## src/rtl/audio_pkg.sv

```systemverilog
// -----------------------------------------------------------------------------
// audio_pkg
// Shared constants and types for the audio sample path (channels, mixer and
// the PWM output stage).
//   SAMPLE_WIDTH          width of an unsigned channel sample
//   UNDERRUN_COUNT_WIDTH  width of the saturating underrun counter
//   sample_t              one channel sample
// -----------------------------------------------------------------------------
package audio_pkg;

   localparam int SAMPLE_WIDTH         = 9;
   localparam int UNDERRUN_COUNT_WIDTH = 8;

   typedef logic [SAMPLE_WIDTH-1:0] sample_t;

endpackage

```

## src/rtl/sample_fifo.sv

```systemverilog
// -----------------------------------------------------------------------------
// sample_fifo
// Parameterised synchronous FIFO for audio samples. Strict first-in first-out
// order. The head entry is presented combinationally on pop_data. A push made
// while full is still accepted when a pop happens in the same cycle. There is
// no bypass path: a pop on an empty FIFO does nothing, even if a push arrives
// in the same cycle.
//
// Parameters
//   DATA_W      entry width
//   DEPTH_LOG2  log2 of the number of entries
// Ports
//   clk          clock
//   rst_n        asynchronous active-low reset (empties the FIFO)
//   push         write request
//   push_data    data to write
//   pop          read request
//   pop_data     head entry (valid when empty is low)
//   full         no free entry
//   empty        no stored entry
//   push_accept  the push is taken this cycle
//   pop_accept   the pop is taken this cycle
// -----------------------------------------------------------------------------
module sample_fifo #(
   parameter int DATA_W     = 9,
   parameter int DEPTH_LOG2 = 2
) (
   input  logic              clk,
   input  logic              rst_n,
   input  logic              push,
   input  logic [DATA_W-1:0] push_data,
   input  logic              pop,
   output logic [DATA_W-1:0] pop_data,
   output logic              full,
   output logic              empty,
   output logic              push_accept,
   output logic              pop_accept
);

   localparam int DEPTH = 1 << DEPTH_LOG2;
   localparam logic [DEPTH_LOG2:0] PTR_ONE = {{DEPTH_LOG2{1'b0}}, 1'b1};

   logic [DATA_W-1:0]   mem [DEPTH];
   // The extra pointer MSB tells a full FIFO apart from an empty one.
   logic [DEPTH_LOG2:0] wr_ptr;
   logic [DEPTH_LOG2:0] rd_ptr;

   assign empty = (wr_ptr == rd_ptr);
   assign full  = (wr_ptr[DEPTH_LOG2] != rd_ptr[DEPTH_LOG2]) &&
                  (wr_ptr[DEPTH_LOG2-1:0] == rd_ptr[DEPTH_LOG2-1:0]);

   assign pop_accept  = pop && !empty;
   assign push_accept = push && (!full || pop_accept);

   assign pop_data = mem[rd_ptr[DEPTH_LOG2-1:0]];

   always_ff @(posedge clk or negedge rst_n) begin
      if (!rst_n) begin
         wr_ptr <= '0;
         rd_ptr <= '0;
      end else begin
         if (push_accept) wr_ptr <= wr_ptr + PTR_ONE;
         if (pop_accept)  rd_ptr <= rd_ptr + PTR_ONE;
      end
   end

   // Storage carries data only; it needs no reset because the pointers
   // define what is valid.
   always_ff @(posedge clk) begin
      if (push_accept) mem[wr_ptr[DEPTH_LOG2-1:0]] <= push_data;
   end

endmodule

```

## src/rtl/audio_pwm_output.sv

```systemverilog
// -----------------------------------------------------------------------------
// audio_pwm_output
// Sink of the channel sample path. Samples written on i_sample_stb are queued
// in a small FIFO and played out one per PWM period (2^SAMPLE_WIDTH clocks) as
// a single-bit stream for the RC-filtered audio pin. o_period_stb lets
// producers pace their writes to the playout rate.
//
// Build option
//   AUDIO_PWM_SIGMA_DELTA_EN  when defined, the PWM comparator is replaced by
//                             a first-order sigma-delta modulator with the
//                             same ones-density per period.
//
// Parameters
//   SAMPLE_WIDTH     sample width W; PWM period is 2^W clocks
//   FIFO_DEPTH_LOG2  FIFO holds 2^FIFO_DEPTH_LOG2 samples
// Ports
//   i_clk             system clock
//   i_rst_n           asynchronous active-low reset
//   i_sample          unsigned sample, duty = i_sample / 2^W
//   i_sample_stb      one-cycle write strobe for i_sample
//   o_ready           FIFO not full
//   o_overflow        one-cycle pulse after a dropped write
//   o_pwm             registered PWM bit
//   o_period_stb      high on the last clock of each PWM period
//   o_underrun_count  saturating count of periods that found the FIFO empty
// -----------------------------------------------------------------------------
module audio_pwm_output #(
   parameter int SAMPLE_WIDTH    = audio_pkg::SAMPLE_WIDTH,
   parameter int FIFO_DEPTH_LOG2 = 2
) (
   input  logic                                      i_clk,
   input  logic                                      i_rst_n,
   input  logic [SAMPLE_WIDTH-1:0]                   i_sample,
   input  logic                                      i_sample_stb,
   output logic                                      o_ready,
   output logic                                      o_overflow,
   output logic                                      o_pwm,
   output logic                                      o_period_stb,
   output logic [audio_pkg::UNDERRUN_COUNT_WIDTH-1:0] o_underrun_count
);

   import audio_pkg::*;

   localparam logic [SAMPLE_WIDTH-1:0] CNT_LAST = '1;
   localparam logic [SAMPLE_WIDTH-1:0] CNT_ONE  = {{(SAMPLE_WIDTH-1){1'b0}}, 1'b1};
   localparam logic [UNDERRUN_COUNT_WIDTH-1:0] UC_ONE =
      {{(UNDERRUN_COUNT_WIDTH-1){1'b0}}, 1'b1};

   logic [SAMPLE_WIDTH-1:0] cnt_p0;
   logic [SAMPLE_WIDTH-1:0] duty_p0;
   logic [SAMPLE_WIDTH-1:0] head;
   logic                    armed;
   logic                    fifo_full;
   logic                    fifo_empty;
   logic                    push_accept;
   logic                    pop_accept;

   function automatic logic [UNDERRUN_COUNT_WIDTH-1:0] sat_inc(
      input logic [UNDERRUN_COUNT_WIDTH-1:0] v
   );
      if (&v) return v;
      return v + UC_ONE;
   endfunction

   assign o_period_stb = (cnt_p0 == CNT_LAST);
   // Pointers are registers, so full already reflects last cycle's push/pop.
   assign o_ready      = !fifo_full;

   sample_fifo #(
      .DATA_W     (SAMPLE_WIDTH),
      .DEPTH_LOG2 (FIFO_DEPTH_LOG2)
   ) u_fifo (
      .clk         (i_clk),
      .rst_n       (i_rst_n),
      .push        (i_sample_stb),
      .push_data   (i_sample),
      .pop         (o_period_stb),
      .pop_data    (head),
      .full        (fifo_full),
      .empty       (fifo_empty),
      .push_accept (push_accept),
      .pop_accept  (pop_accept)
   );

   // ---- stage p0: period counter, duty load, underrun / overflow tracking ----
   always_ff @(posedge i_clk or negedge i_rst_n) begin
      if (!i_rst_n) begin
         cnt_p0           <= '0;
         duty_p0          <= '0;
         armed            <= 1'b0;
         o_overflow       <= 1'b0;
         o_underrun_count <= '0;
      end else begin
         cnt_p0     <= cnt_p0 + CNT_ONE;
         o_overflow <= i_sample_stb && !push_accept;
         // The new duty takes effect in the cycle the counter reads 0.
         if (pop_accept) begin
            duty_p0 <= head;
            armed   <= 1'b1;
         end else if (o_period_stb && fifo_empty && armed) begin
            // Duty holds; only count starvation once playout has started.
            o_underrun_count <= sat_inc(o_underrun_count);
         end
      end
   end

   // ---- stage p1: modulator output register ----
`ifdef AUDIO_PWM_SIGMA_DELTA_EN
   // The W+1-bit accumulator is kept as its W-bit residue; the carry of each
   // sum goes straight into o_pwm, so it never needs storing twice.
   logic [SAMPLE_WIDTH-1:0] acc_p1;
   logic [SAMPLE_WIDTH:0]   acc_sum;

   assign acc_sum = {1'b0, acc_p1} + {1'b0, duty_p0};

   always_ff @(posedge i_clk or negedge i_rst_n) begin
      if (!i_rst_n) begin
         acc_p1 <= '0;
         o_pwm  <= 1'b0;
      end else begin
         acc_p1 <= acc_sum[SAMPLE_WIDTH-1:0];
         o_pwm  <= acc_sum[SAMPLE_WIDTH];
      end
   end
`else
   always_ff @(posedge i_clk or negedge i_rst_n) begin
      if (!i_rst_n) begin
         o_pwm <= 1'b0;
      end else begin
         o_pwm <= (cnt_p0 < duty_p0);
      end
   end
`endif

endmodule

```

## config.mk

```make
export PLATFORM = sky130hd
export DESIGN_NAME = audio_pwm_output
export DESIGN_NICKNAME = d
export VERILOG_FILES = /design/src/rtl/audio_pkg.sv /design/src/rtl/sample_fifo.sv /design/src/rtl/audio_pwm_output.sv
export SDC_FILE = /design/constraint.sdc
export NUM_CORES = 1
export LEC_CHECK = 0
export CAP_MARGIN = 40
export CORE_UTILIZATION = 50
export DETAILED_ROUTE_END_ITERATION = 12
export PLACE_DENSITY = 0.7
export SLEW_MARGIN = 15
export SYNTH_ARGS = -nofsm -noshare
export SYNTH_HDL_FRONTEND = slang
export SYNTH_HIERARCHICAL = 1
export SYNTH_SLANG_ARGS = --single-unit
```

## constraint.sdc

```tcl
create_clock -name i_clk -period 6.85 [get_ports i_clk]
set_input_delay 1.37 -clock i_clk [delete_from_list [all_inputs] [get_ports i_clk]]
set_output_delay 1.37 -clock i_clk [all_outputs]
set_load 0.02 [all_outputs]
```

# --- Word-level counts from Yosys, hierarchy flattened ---
# Memories as Yosys holds them, arrays and structs flattened. A register that Yosys moved wholly into a read port is not among the register bits.
# Cells that the tools add are included.
word_totals:
  output_inout_bits: 12
  ram_bits: 36
  mem_count: 1
  inputBits: 12
  elab_cells: 38
  reg_bits: 26
op_classes:
  add_sub_neg: 4
  muxes: 6
  eq_ne: 5
  magnitude_cmp: 1
  reduce_logical: 13
  n_bitwise: 1
memory_table:
  columns: ["name", "depth", "word_bits", "read_ports", "rd_ports_with_merged_regs", "wr", "line", "text"]
  rows:
  - ["u_fifo.mem", 4, 9, 1, 1, 1, "sample_fifo.sv:43", "logic [DATA_W-1:0] mem [DEPTH];"]
ops:
  columns: ["op", "count"]
  rows:
  - ["$add 9x1->9 const B", 1]
  - ["$eq 9x9->1 const B", 1]
  - ["$lt 9x9->1", 1]
  - ["$add 8x1->8 const B", 1]
  - ["$mux 8", 1]
  - ["$reduce_and 8->1", 1]
  - ["$add 3x1->3 const B", 2]
  - ["$logic_and 1x1->1", 6]
  - ["$mux 1", 5]
  - ["$logic_not 1->1", 4]
  - ["$eq 3x3->1", 1]
  - ["$reduce_and 3->1", 1]
  - ["$eq 2x2->1", 1]
  - ["$ne 2x2->1 const B", 1]
  - ["$logic_or 1x1->1", 1]
  - ["$ne 1x1->1", 1]
  - ["$not 1->1", 1]

# --- Depth between registers and ports, before layout ---
# Gate-level depths: netlist of run 1.
logic_depth:
  word_depth: 7
  depth_mapped: 12
  ltp_nobuf: 11

# --- By module ---
# The synthesis of run 1 kept the hierarchy.
by_module_without_submodules:
  columns: ["module", "area_each_um2", "instances", "cells_each", "seq_area_each_um2"]
  rows:
  - ["sample_fifo", 1755.4, 1, 92, 1231.2]
  - ["audio_pwm_output", 1355.0, 1, 126, 725.7]

# --- Worst setup path after synthesis of run 1 ---
# No wires, ideal clock.
synth_timing:
  path_kind: "flip-flop to output port"
  from: "register cnt_p0[0]"
  to: "output port o_period_stb"
  n_path_buf: 0
  t_required_ps: 5480
  stages_incl_launch_ff: 6
  setup_slack_ps: 4104
  arrival_time_ps: 1376
  path_cell_list: "dfrtp_1 -> ha_1 -> nand3_1 -> nor2_1 -> and3_1 -> ha_1"
synth_between:
  elab_chain_cells: 1
synth_rtl:
  columns: ["item", "line", "text"]
  rows:
  - ["start: declaration", "audio_pwm_output.sv:49", "logic [SAMPLE_WIDTH-1:0] cnt_p0;"]
  - ["start signal: assignment", "audio_pwm_output.sv:94", "cnt_p0 <= cnt_p0 + CNT_ONE;"]
  - ["$eq 9x9->1", "audio_pwm_output.sv:65", "assign o_period_stb = (cnt_p0 == CNT_LAST);"]
  - ["end: declaration", "audio_pwm_output.sv:38", "output logic o_period_stb,"]
# No other way between the ends.

# --- Final worst setup path of run 1 ---
# Ends and elaborated chain as after synthesis.

==> metrics.cfg, run 1 <==
[run_status]
status = finished clean

[setup_path]
cp_max_fo = 8
r2r_start = u_fifo/rd_ptr[0]$_DFFE_PN0P_
cp.arrival_ps = 2470
startpoint_type = flip-flop
crit_required_ps = 5480
critPathKind = flip-flop to output port
crit_path_end_kind = output port
r2r-end = o_underrun_count[5]$_DFFE_PN0P_
ff2ff_setup_slack_ps = 3870
rr_worst_depth = 7

[finish]
drive_gt1_frac = 0.1556
antenna_cells = 0
area_growth_pct = 16.53
num-fill-cells = 480
final_cells = 332
fin_nets = 280
finish.instance_area_um2 = 3625

[detailed_routing]
drt-pass1-iter-count = 4
drt-wirelength-per-cell_um = 14.17
via_per_inst = 5.289
route.detailed.drc = 0
ant_nets = 0
drt_iter0_markers = 91
totalWireLength_mm = 4.706
vias = 1756

[clock_network]
cts_root_buffer = clkbuf_8
cts.htree.levels = 3
cts_made_buffers = 9
clk_latency_ps = 350
ctsHoldBuffers = 0
clk_pin_slew_ps = 80
cts_sinks = 71
post_cts.repair.setup_buffers = 0
cts_resized = 0
cts_tree = yes
clockBufferDepth = 2

[power_and_ir_drop]
p_int_uw = 706.2
vdd_drop_max_v = 0.0002086
switchingPower_uw = 285.8
powerDensity_nw_per_um2 = 273.7
p_leak_nw = 1.475
power_switching_share = 0.2881
power_frac_comb = 0.147
pwr-share-clk = 0.318
pwr-share-seq = 0.536

[synth]
synthMuxAreaShare = 0.09091
syn_area_um2 = 3110
ys_types = 38
yosysTopAreaCellShare = 0.3475
synth_nets = 246
synth_ff_type = edfxtp_1
synth_most_common_cell = edfxtp_1
synth-edff-count = 36
synth_simple_gate_area_frac = 0.07643
synth_area_leaders = edfxtp_1 35%, dfrtp_1 28%, mux4_2 6.5%
synthArstFlopShare = 0.4930
synthCells = 218
synthXorXnorAreaFrac = 0.04425
syn_area_per_cell_um2 = 14.27
synth_seq_area_share = 0.6291
synth_top_family_by_area = multiplexers
ys_ff_latch = 71
synth_fa_ha_area_frac = 0.06436
ys_warn_count = 6
synthTopCellsByCount = 36 x edfxtp_1, 35 x dfrtp_1, 20 x inv_1
yosys.area.top_type = edfxtp_1
synth-compound-area-share = 0.06275

[sta]
setup_viol = 0
hold_viol = 0
slew_viol_final = 0
worst_pin_slew_ps = 820.3
setup_ws_ps = 3010
tns_ps = 0
worst_clock_skew_ps = 8.709
fin_crit_sh = 0.5606
timing.fmax_mhz = 260.4
slew_headroom = 0.4511
hold_slack_ps = 467.6
final.min_clock_period_ps = 3840
rsz0062_at_grt = false

[worst_hold_path]
min_path_cells = 1
min_from = armed$_DFFE_PN0P_
hold_end = armed$_DFFE_PN0P_
hp-class = flip-flop to flip-flop

[grt]
overflow = 0
grt_max_degree = 36
grt_usage = 0.1686
grt_first_pass_wirelength_mm = 7.797
antenna_found_initial = 0
first_global_vias = 1656

[floorplan]
ios = 24
design.core.area_um2 = 5956
num_rows = 28
die_h_um = 80.88
die-area_um2 = 6541
start_util = 0.5223
die_x_um = 80.88

[placed_design]
place_area_um2 = 3425
dpl_worst_slack_ps = 3364
place_congestion = 0.7313
dp_hpwl_mm = 3.200
numPlacedInstances = 314
io_buffers = 23

[flow_run]
drv_cap = 0

## layer usage
metal | wire [um] | part of all wire | up-vias | track usage
li1 | - | - | 852 | -
met1 | 2182 | 0.46 | 857 | 0.2212
met2 | 2224 | 0.47 | 37 | 0.2496
met3 | 170 | 0.036 | 10 | 0.04045
met4 | 129 | 0.027 | 0 | 0.1125
met5 | 0 | 0 | - | 0
## placed cells by master, fill, tap and decap left out, types with 2 or more instances in the layout
cell type	count
mux2i_1	2
mux2_2	2
xor2_2	2
inv_1	20
nor3_1	3
ha_1	16
buf_4	4
or2_2	2
dfrtp_1	35
nand4_1	3
clkbuf_8	9
o21ai_0	14
clkinvlp_4	2
nand3_1	4
xnor2_1	9
nand2_1	18
xor2_1	3
clkdlybuf4s50_1	23
nor2_1	9
o31ai_1	2
a21oi_1	8
edfxtp_1	36
mux2_1	2
inv_6	4
mux4_2	9
## cell type report
| cell class | count | area (um2) | area share |
|---|---|---|---|
| multi-input combinational | 123 | 1054 | 0.2906 |
| inverter | 20 | 75.07 | 0.02071 |
| clock inverter | 7 | 61.31 | 0.01691 |
| sequential | 71 | 1957 | 0.5399 |
| timing repair buffer | 27 | 260.3 | 0.07180 |
| clock buffer | 9 | 123.9 | 0.03417 |
| tap | 75 | 93.84 | 0.02589 |
## logic make-up (layout without fill, tap and decap cells)
kind of cell    after synthesis  count (layout)
mux                          16              16
flops                        71              71
buf+inv                      24              63
xor+xnor                     14              14
compound gates               30              30
fa+ha+maj                    16              16
simple gates                 47              47
## flip-flops by register name, summed over array words and instances (netlist names)
register,count
o_pwm,1
o_underrun_count,8
armed,1
cnt_p0,9
u_fifo/mem,36
u_fifo/wr_ptr,3
o_overflow,1
u_fifo/rd_ptr,3
duty_p0,9
## how the worst max path moves through the flow
stage,start,end,slack (ps),cells after the start
after CTS,cnt_p0[0]$_DFF_PN0_,o_period_stb,2970,6
after detailed placement,cnt_p0[0]$_DFF_PN0_,o_period_stb,3360,6
after global routing,cnt_p0[0]$_DFF_PN0_,o_period_stb,2830,6
after floorplan,cnt_p0[0]$_DFF_PN0_,o_period_stb,4100,5
final,cnt_p0[0]$_DFF_PN0_,o_period_stb,3010,6
after global placement,cnt_p0[0]$_DFF_PN0_,o_period_stb,3390,6
## power by group through the flow
| stage | logic, mW | registers (mW) | clock network [mW] |
|---|---|---|---|
| 2_1_floorplan | 0.0983 | 0.535 | 0 |
| 3_5_place_dp | 0.142 | 0.542 | 0 |
| 5_1_grt | 0.164 | 0.536 | 0.339 |
| 4_1_cts | 0.143 | 0.532 | 0.325 |
| 3_3_place_gp | 0.137 | 0.540 | 0 |
| 6_report | 0.145 | 0.531 | 0.315 |
## per-stage QoR
step                      utilization  total power, mW
final                          0.6086           0.9920
after global routing           0.6086            1.039
after CTS                      0.6061           0.9999
after detailed placement       0.5750           0.6840
after global placement         0.5737           0.6775
after floorplan                     -           0.6334
## critical path: stages (launching register included)
cell	delay, ps
dfrtp_1	400
ha_1	200
nand3_1	120
nor2_1	180
and3_1	190
ha_1	360
clkdlybuf4s50_1	670
Note: power is estimated with default switching activity, not from simulation.
==> inputs of run 2 (changes only) <==
==> constraint.sdc (replaced) <==
create_clock -name i_clk -period 3.7 [get_ports i_clk]
set_input_delay 0.74 -clock i_clk [delete_from_list [all_inputs] [get_ports i_clk]]
set_output_delay 0.74 -clock i_clk [all_outputs]
set_load 0.02 [all_outputs]
==> metrics.cfg, run 2 (synthesis gave the netlist of run 1 again) <==
[run_status]
status = finished clean  ; unchanged

[finish]
fin_nets = 283  ; was 280
largest_register_ffs = 36  ; unchanged
layout_commonest_cell = edfxtp_1  ; unchanged
antenna_cells = 0  ; unchanged
drive_gt1_frac = 0.1654  ; was 0.1556
finish.instance_area_um2 = 3689  ; was 3625 um2
num-fill-cells = 482  ; was 480
most-common-layout-cells = 36 x edfxtp_1, 35 x dfrtp_1, 23 x clkdlybuf4s50_1, 20 x inv_1, 18 x nand2_1  ; unchanged
area_growth_pct = 18.58  ; was 16.53%

[grt]
overflow = 0  ; unchanged
first_global_vias = 1667  ; was 1656
grt_first_pass_wirelength_mm = 7.838  ; was 7.797 mm
antenna_found_initial = 0  ; unchanged
grt_max_degree = 36  ; unchanged
met3_usage = 0.06404  ; was 0.04045
top_usage_layer = met2  ; unchanged
gr-usage-met1 = 0.2131  ; was 0.2212
grt_use_met2 = 0.2563  ; was 0.2496
grt_usage = 0.1708  ; was 0.1686

[floorplan]
ios = 24  ; unchanged
die_h_um = 80.88  ; unchanged
die_x_um = 80.88  ; unchanged
die-area_um2 = 6541  ; unchanged
design.core.area_um2 = 5956  ; unchanged
start_util = 0.5223  ; unchanged
num_rows = 28  ; unchanged

[placed_design]
place_area_um2 = 3462  ; was 3425 um2
dpl_worst_slack_ps = 849.2  ; was 3364 ps
dp_hpwl_mm = 3.104  ; was 3.200 mm
place_congestion = 0.7085  ; was 0.7313
io_buffers = 23  ; unchanged

[sta]
slew_headroom = 0.6486  ; was 0.4511
timing.fmax_mhz = 309.8
worst_clock_skew_ps = 9.276  ; was 8.709 ps
hold_viol = 0  ; unchanged
fin_crit_sh = 0.8723
final.min_clock_period_ps = 3228
tns_ps = 0  ; unchanged
worst_pin_slew_ps = 527.1  ; was 820.3 ps
setup_ws_ps = 472.5  ; was 3010 ps
setup_viol = 0  ; unchanged
slew_viol_final = 0  ; unchanged
rsz0062_at_grt = false  ; unchanged

[power_and_ir_drop]
power_frac_comb = 0.140  ; was 0.147
vdd_drop_max_v = 0.0003474  ; was 0.0002086 V
power_switching_share = 0.2620  ; was 0.2881
total_power_mw = 1.953  ; was 992.0 uW
p_int_mw = 1.441  ; was 706.2 uW
powerDensity_nw_per_um2 = 529.5  ; was 273.7 nW/um2
switchingPower_uw = 511.8  ; was 285.8 uW
p_leak_nw = 1.513  ; was 1.475 nW
pwr-share-seq = 0.504  ; was 0.536
pwr-share-clk = 0.356  ; was 0.318

[setup_path]
path_cells = ha_1 > nand3_1 > nor2_1 > and3_1 > ha_1 > clkdlybuf4s50_1  ; unchanged
startpoint_type = flip-flop  ; unchanged
crit_family = buffers and inverters  ; unchanged
crit_top_cell = ha_1  ; unchanged
max_stage_delay_ps = 680  ; was 670 ps
worst-path-buf-inv = 1  ; unchanged
rr_worst_depth = 11  ; was 7
path_depth = 6  ; unchanged
crit_path_end_kind = output port  ; unchanged
crit_required_ps = 2960  ; was 5480 ps
cp_max_fo = 8  ; unchanged
crit_slowest_cell = clkdlybuf4s50_1  ; unchanged
cp.arrival_ps = 2490  ; was 2470 ps
critPathKind = flip-flop to output port  ; unchanged

[clock_network]
post_cts.repair.setup_buffers = 0  ; unchanged
cts_tree = yes  ; unchanged
clk_pin_slew_ps = 80  ; about the same
clk_latency_ps = 350  ; about the same
cts_made_buffers = 9  ; unchanged
cts_root_buffer = clkbuf_8  ; unchanged
ctsHoldBuffers = 0  ; unchanged
clockBufferDepth = 2  ; unchanged
cts.htree.levels = 3  ; unchanged
cts_resized = 0  ; unchanged
cts_sinks = 71  ; unchanged

[detailed_routing]
drt-wirelength-per-cell_um = 13.90  ; was 14.17 um
drt-pass1-iter-count = 4  ; unchanged
drt_iter0_markers = 71  ; was 91
totalWireLength_mm = 4.657  ; was 4.706 mm
route.detailed.drc = 0  ; unchanged
vias = 1750  ; was 1756
ant_nets = 0  ; unchanged
via_per_inst = 5.224  ; was 5.289

[flow_run]
drv_cap = 0  ; unchanged

[worst_hold_path]
min_path_cells = 1  ; unchanged
hp-class = flip-flop to flip-flop  ; unchanged

-- run 2: power by group through the flow --
stage	sequential, mW	combinational [mW]	clock [mW]
after CTS	0.985	0.276	0.711
after global placement	0.998	0.273	0
after global routing	0.992	0.303	0.740
after detailed placement	1.00	0.276	0
final	0.984	0.274	0.695
after floorplan	0.991	0.182	0
-- run 2: through the flow --
step / instances / util / hold slack [ps]
after detailed placement: 319 / 0.5813 / 453.3
final: 335 / 0.6193 / 475.4
after global placement: 319 / 0.5813 / 446.8
after global routing: 335 / 0.6193 / 486.7
after floorplan: 218 / - / 429.1
after CTS: 335 / 0.6193 / 473.1
-- run 2: area by class of cell --
| class | count | area, um2 | area share |
|---|---|---|---|
| inverter | 20 | 75.07 | 0.02035 |
| timing repair buffer | 30 | 282.8 | 0.07666 |
| tap | 75 | 93.84 | 0.02544 |
| sequential | 71 | 1957 | 0.5305 |
| multi-input combinational | 123 | 1054 | 0.2856 |
| clock inverter | 7 | 102.6 | 0.02782 |
| clock buffer | 9 | 123.9 | 0.03358 |
-- run 2: path summary, 6_finish.rpt --
kind | start | end | slack, ps
setup / recovery | cnt_p0[0]$_DFF_PN0_ | o_period_stb | 470
max in group asynchronous | i_rst_n | duty_p0[4]$_DFFE_PN0P_ | 2600
min in group asynchronous | i_rst_n | o_underrun_count[3]$_DFFE_PN0P_ | 800
setup reg to reg | cnt_p0[0]$_DFF_PN0_ | o_underrun_count[5]$_DFFE_PN0P_ | 1020
hold / removal | armed$_DFFE_PN0P_ | armed$_DFFE_PN0P_ | 480
hold reg to reg | armed$_DFFE_PN0P_ | armed$_DFFE_PN0P_ | 480
-- run 2: layer usage --
metal	part of all wire	up-vias	routed length [um]
met1	0.48	853	2218
met3	0.038	9	176
met5	0	-	0
met4	0.025	0	115
li1	-	858	-
met2	0.46	30	2147
==> inputs of run 3 (changes only) <==
--- a/config.mk
+++ b/config.mk
@@ -5,7 +5,7 @@
 export SDC_FILE = /design/constraint.sdc
 export NUM_CORES = 1
 export LEC_CHECK = 0
-export CAP_MARGIN = 40
+export CAP_MARGIN = 20
 export CORE_UTILIZATION = 50
 export DETAILED_ROUTE_END_ITERATION = 12
 export PLACE_DENSITY = 0.7
==> results of run 3 <==
The final DEF is identical to that of run 2; final timing and power are the same.
